## src/rtl/mem_bus_pkg.sv

```systemverilog
// Shared definitions for the memory bus master and memory_controller.
// Holds bus widths, the memory map region bases and the bus FSM state type.
package mem_bus_pkg;

  localparam int ADDR_W = 16;
  localparam int DATA_W = 32;

  // Memory map: ROM [0x00..0x1F], IO [0x20..0x3F], RAM [0x40..0x5F]
  localparam logic [ADDR_W-1:0] ROM_BASE = 16'h0000;
  localparam logic [ADDR_W-1:0] IO_BASE  = 16'h0020;
  localparam logic [ADDR_W-1:0] RAM_BASE = 16'h0040;
  localparam logic [ADDR_W-1:0] MEM_TOP  = 16'h0060;

  typedef enum logic [1:0] {
    IDLE,
    SETUP,
    ACCESS,
    RESP
  } bus_state_e;

endpackage

```

## src/rtl/mem_bus_master.sv

```systemverilog
// mem_bus_master: turns one CPU-side request into a single-word bus cycle
// on the memory_controller port, then returns the result on a valid/ready
// response port. One transaction outstanding at a time.
//
// Ports:
//   clock, reset              rising-edge clock, synchronous active-high reset
//   req_valid/req_ready       request handshake; req_we, req_addr, req_wdata
//   rsp_valid/rsp_ready       response handshake; rsp_rdata, rsp_err
//   mem_address/mem_wdata/mem_we  drive memory_controller
//   mem_rdata                 read data from memory_controller
//
// Optional build macro MEM_RANGE_CHECK_EN: requests with req_addr >=
// ADDR_LIMIT bypass the bus cycle and answer with rsp_err = 1. Without it
// rsp_err is tied 0 and every address runs a normal bus cycle.
module mem_bus_master
  import mem_bus_pkg::*;
#(
  parameter int                READ_WAIT  = 1,       // 1..15 ACCESS cycles for reads
  parameter logic [ADDR_W-1:0] ADDR_LIMIT = 16'h0060 // first unmapped address
) (
  input  logic              clock,
  input  logic              reset,
  input  logic              req_valid,
  output logic              req_ready,
  input  logic              req_we,
  input  logic [ADDR_W-1:0] req_addr,
  input  logic [DATA_W-1:0] req_wdata,
  output logic              rsp_valid,
  input  logic              rsp_ready,
  output logic [DATA_W-1:0] rsp_rdata,
  output logic              rsp_err,
  output logic [ADDR_W-1:0] mem_address,
  output logic [DATA_W-1:0] mem_wdata,
  output logic              mem_we,
  input  logic [DATA_W-1:0] mem_rdata
);

  localparam logic [3:0] WAIT_INIT = 4'(READ_WAIT - 1);

  bus_state_e state, state_n;
  logic       we_q;
  logic [3:0] wait_cnt;
  logic       addr_bad;

`ifdef MEM_RANGE_CHECK_EN
  assign addr_bad = (req_addr >= ADDR_LIMIT);

  // Error flag lives for exactly one response.
  always_ff @(posedge clock) begin
    if (reset)                          rsp_err <= 1'b0;
    else if (state == IDLE && req_valid) rsp_err <= addr_bad;
    else if (state == RESP && rsp_ready) rsp_err <= 1'b0;
  end
`else
  logic unused_limit;
  assign unused_limit = ^ADDR_LIMIT;
  assign addr_bad     = 1'b0;
  assign rsp_err      = 1'b0;
`endif

  always_ff @(posedge clock) begin
    if (reset) state <= IDLE;
    else       state <= state_n;
  end

  always_comb begin
    state_n = state;
    case (state)
      IDLE:   if (req_valid) state_n = addr_bad ? RESP : SETUP;
      SETUP:  state_n = ACCESS;
      ACCESS: if (we_q || wait_cnt == 4'd0) state_n = RESP;
      RESP:   if (rsp_ready) state_n = IDLE;
      default: state_n = IDLE;
    endcase
  end

  // Strobes decode straight from registered state, so mem_we cannot glitch
  // and drops on the edge that applies reset.
  assign req_ready = (state == IDLE);
  assign rsp_valid = (state == RESP);
  assign mem_we    = (state == ACCESS) && we_q;

  always_ff @(posedge clock) begin
    if (reset) begin
      mem_address <= '0;
      mem_wdata   <= '0;
      we_q        <= 1'b0;
      wait_cnt    <= 4'd0;
      rsp_rdata   <= '0;
    end else begin
      case (state)
        IDLE: if (req_valid) begin
          // Writes and errors answer with zero data; reads overwrite later.
          rsp_rdata <= '0;
          // Out-of-range requests leave the bus untouched.
          if (!addr_bad) begin
            mem_address <= req_addr;
            mem_wdata   <= req_wdata;
            we_q        <= req_we;
          end
        end
        SETUP: wait_cnt <= WAIT_INIT;
        ACCESS: if (!we_q) begin
          if (wait_cnt == 4'd0) rsp_rdata <= mem_rdata;
          else                  wait_cnt  <= wait_cnt - 4'd1;
        end
        default: ;
      endcase
    end
  end

endmodule

```

## config.mk

```make
export PLATFORM = sky130hd
export DESIGN_NAME = mem_bus_master
export DESIGN_NICKNAME = d
export VERILOG_FILES = /design/src/rtl/mem_bus_pkg.sv /design/src/rtl/mem_bus_master.sv
export SDC_FILE = /design/constraint.sdc
export NUM_CORES = 1
export LEC_CHECK = 0
export ABC_AREA = 1
export BUFFER_PORTS_ARGS = -buffer_cell sky130_fd_sc_hd__buf_2
export CAP_MARGIN = 15
export CORE_MARGIN = 2
export CORE_UTILIZATION = 46
export DETAILED_ROUTE_END_ITERATION = 8
export PLACE_DENSITY = 0.79
export REMOVE_ABC_BUFFERS = 1
export SETUP_SLACK_MARGIN = 0.4
export SYNTH_ARGS = -nofsm -noshare
export SYNTH_HDL_FRONTEND = slang
export SYNTH_SLANG_ARGS = --single-unit
```

## constraint.sdc

```tcl
create_clock -name clock -period 1.7 [get_ports clock]
set_input_delay 0.085 -clock clock [delete_from_list [all_inputs] [get_ports clock]]
set_output_delay 0.085 -clock clock [all_outputs]
set_load 0.05 [all_outputs]
```

==> flow_summary.json <==
{
  "seq_area_frac_synth_pct": 48.5,
  "design.core.area_mm2": 0.00765,
  "crit_path_max_fanout": 5,
  "worst_path_most_repeated_cell": "buf_6",
  "setup.worst_path.class": "reg -> reg",
  "port_buffers": 167,
  "route.detailed.vias_per_inst": 5.05,
  "first_iter_violations": 162,
  "required_ns": 1.94,
  "insertion_delay_ns": 0.35,
  "areaGrowthSynthToFinish_pct": 54.2,
  "cts.path.max_buffers": 2,
  "critPathCaptureType": "flop",
  "nets": 798,
  "power_density_mw_per_mm2": 1990,
  "final_antenna_violating_net_count": 0,
  "drt_drc_violations_left": 0,
  "synth.area.top_cells": "dfxtp_1 (49%), nor2_1 (14%), nand2_1 (8.6%)",
  "crit_family": "buffers and inverters",
  "first_pass_grt_wire_length_um": 16800,
  "placed_area_mm2": 0.00446,
  "drt-wirelength-per-cell_um": 14.4,
  "postSynthRegisterBits": 87,
  "regToRegStartpoint": "state[0]",
  "share_of_yosys_cell_area_claimed_by_the_top_area_cell_type_pct": 48.5,
  "grt_setup_unrepaired": "true",
  "critical_path.n_buffers_inverters": 4,
  "place.detailed.hpwl_um": 6180,
  "vias": 4099,
  "worst-endpoint-arrival_ns": 1.74,
  "grt_pass1_vias": 3695,
  "synthesis.instances": 496,
  "final.hold.worst_slack_ns": 0.00548,
  "die_height_um": 92.3,
  "totalWireLength_um": 11700,
  "ratio_of_cells_with_drive_above_1_in_the_final_layout_pct": 32.7,
  "report.final.setup_viol": 0,
  "finalPower_mw": 11.0,
  "synth_cell_type_count": 20,
  "slew_viols_final": 0,
  "floorplan.initialDensity_pct": 46.9,
  "fillerInstances": 571,
  "achievable-frequency_mhz": 667,
  "status": "finished, final reports clean",
  "holdCritPathClass": "in -> reg",
  "diodes": 0,
  "final-hold-violation-count": 0,
  "fin_worst_skew_ns": 0.00963,
  "finalWorstPathRequiredPeriod_ns": 1.50,
  "synth_top_cell_by_area": "dfxtp_1",
  "grt_use_total_pct": 24.4,
  "power_leakage_nw": 2.76,
  "htree_levels": 3,
  "stdcell_area_mm2": 0.00553,
  "worst_slack_ns": 0.200,
  "top_level_ports": 169,
  "critical_path.startpoint_type": "flop",
  "crit_chain": "inv_4 > ha_4 > buf_6 > o21ai_4 > nor2_8 > buf_4 > buf_6 > a21oi_2 > nor2_1",
  "yosysWarnings": 0,
  "detail_route.first_pass.iterations": 4,
  "holdCritStartpoint": "req_wdata[12]",
  "grt_overflow": 0,
  "postSynthAreaPerCell_um2": 7.23,
  "cts_inserted_buffers": 9,
  "crit_start": "state[0]",
  "preCtsSetupSlack_ns": 0.0716,
  "cell_area_after_synthesis_mm2": 0.00359,
  "clkSlewWorstSetupHoldPaths_ns": 0.09,
  "rows": 32,
  "placer_s_final_routability_congestion_estimate": 0.750,
  "post-route-period-util_pct": 88.3,
  "grt_max_degree": 65,
  "clock_sinks": 87,
  "cap_viol_max_count": 0,
  "antenna_found_initial": 0,
  "cpMaxStageDelayCell": "dfxtp_4",
  "dieArea_mm2": 0.00852,
  "vdd_drop_max_mv": 1.04,
  "clockRootBuffer": "clkbuf_8",
  "die_w_um": 92.3,
  "critPathMaxStageDelay_ns": 0.37,
  "cts_tree": "done"
}
==> state kept, by name, indices dropped and copies added, names as in the netlist <==
name         flops
we_q             1
mem_wdata       32
state            2
rsp_rdata       32
mem_address     16
wait_cnt         4
==> worst reg2reg max path, stage by stage (launching register included) <==
cell     delay (ns)
dfxtp_4        0.37
inv_4          0.05
ha_4           0.18
buf_6          0.12
o21ai_4        0.18
nor2_8         0.09
buf_4          0.14
buf_6          0.11
a21oi_2        0.11
nor2_1         0.05
==> through the flow <==
stage                     cells  TNS (ns)  util [%]
after floorplan             460    -73.85         -
after global placement      740         0      58.3
after detailed placement    740         0      58.3
after CTS                   803         0      69.0
after global routing        812         0      72.4
final                       812         0      72.4
==> power breakdown <==
group / total, mW / switching, mW / internal, mW
clock: 1.70 / 0.732 / 0.968
sequential: 3.01 / 0.342 / 2.66
combinational: 6.30 / 4.26 / 2.04
total: 11.0 / 5.34 / 5.67
==> synth_stat cells <==
cell / n
or2_1: 1
nand3_1: 36
nand4_1: 2
nand2_1: 82
buf_2: 12
nand3b_1: 1
inv_1: 16
ha_1: 6
nor2_8: 1
nor2_1: 137
o21ai_2: 1
clkbuf_1: 11
buf_4: 8
buf_6: 3
nand2_2: 2
dfxtp_1: 87
buf_1: 2
o21ai_0: 51
a21oi_1: 36
conb_1: 1
==> cells by family after synthesis <==
kind of cell	Yosys count	synth area share, %
adder cells (fa/ha/maj)	6	2.09
AND/OR/NAND/NOR	262	29.6
buffers and inverters	52	7.32
AO/OA/AOI/OAI	88	12.4
flip-flops	87	48.5
other	1	0.105
==> repair_timing <==
item / in CTS / in global routing
pin swaps: 3 / 2
hold buffers: 44 / 0
buffers inserted: 4 / 2
cloned: 1 / 7
endpoints found under the hold margin: 45 / 0
gates resized for setup: 29 / 53
setup endpoints to repair: 90 / 89
==> metal layers <==
layer | wire length, um | part of all wire, % | track usage (%)
met2 | 5560 | 48 | 39.5
met1 | 4740 | 41 | 30.3
met3 | 1060 | 9.1 | 6.59
met5 | 0 | 0 | 0
met4 | 300 | 2.6 | 11.6
==> area by class of cell <==
type	instances	area, um2	share of cell area, %
Tap cell	102	128	2.31
Clock buffer	9	124	2.24
Inverter	16	67.6	1.22
Clock inverter	5	108	1.94
Sequential cell	87	1750	31.6
Timing Repair Buffer	236	1670	30.3
Multi-Input combinational cell	357	1680	30.4
==> layout by cell type (no fill, tap or decap), types with 2 or more instances in the layout <==
cell type / count
buf_2: 164
buf_6: 8
ha_1: 3
inv_1: 10
buf_12: 4
clkbuf_16: 5
nor2_1: 136
o21ai_1: 28
dlygate4sd3_1: 44
nand2_1: 80
clkbuf_8: 9
bufinv_16: 3
nand3_1: 33
buf_4: 8
inv_2: 4
a21oi_1: 33
nand4_1: 2
dfxtp_4: 2
a21oi_2: 3
nand2_4: 3
nand3_2: 3
dfxtp_1: 85
ha_4: 3
buf_8: 2
inv_6: 2
o21ai_0: 22
==> path summary, 6_finish.rpt <==
check,cells past startpoint,endpoint,slack [ns]
max reg2reg,9,rsp_rdata[15],0.20
max,9,rsp_rdata[15],0.20
min,3,mem_wdata[12],0.005
min reg2reg,2,mem_wdata[7],0.48
No activity file was read; power rests on OpenSTA's default activity.
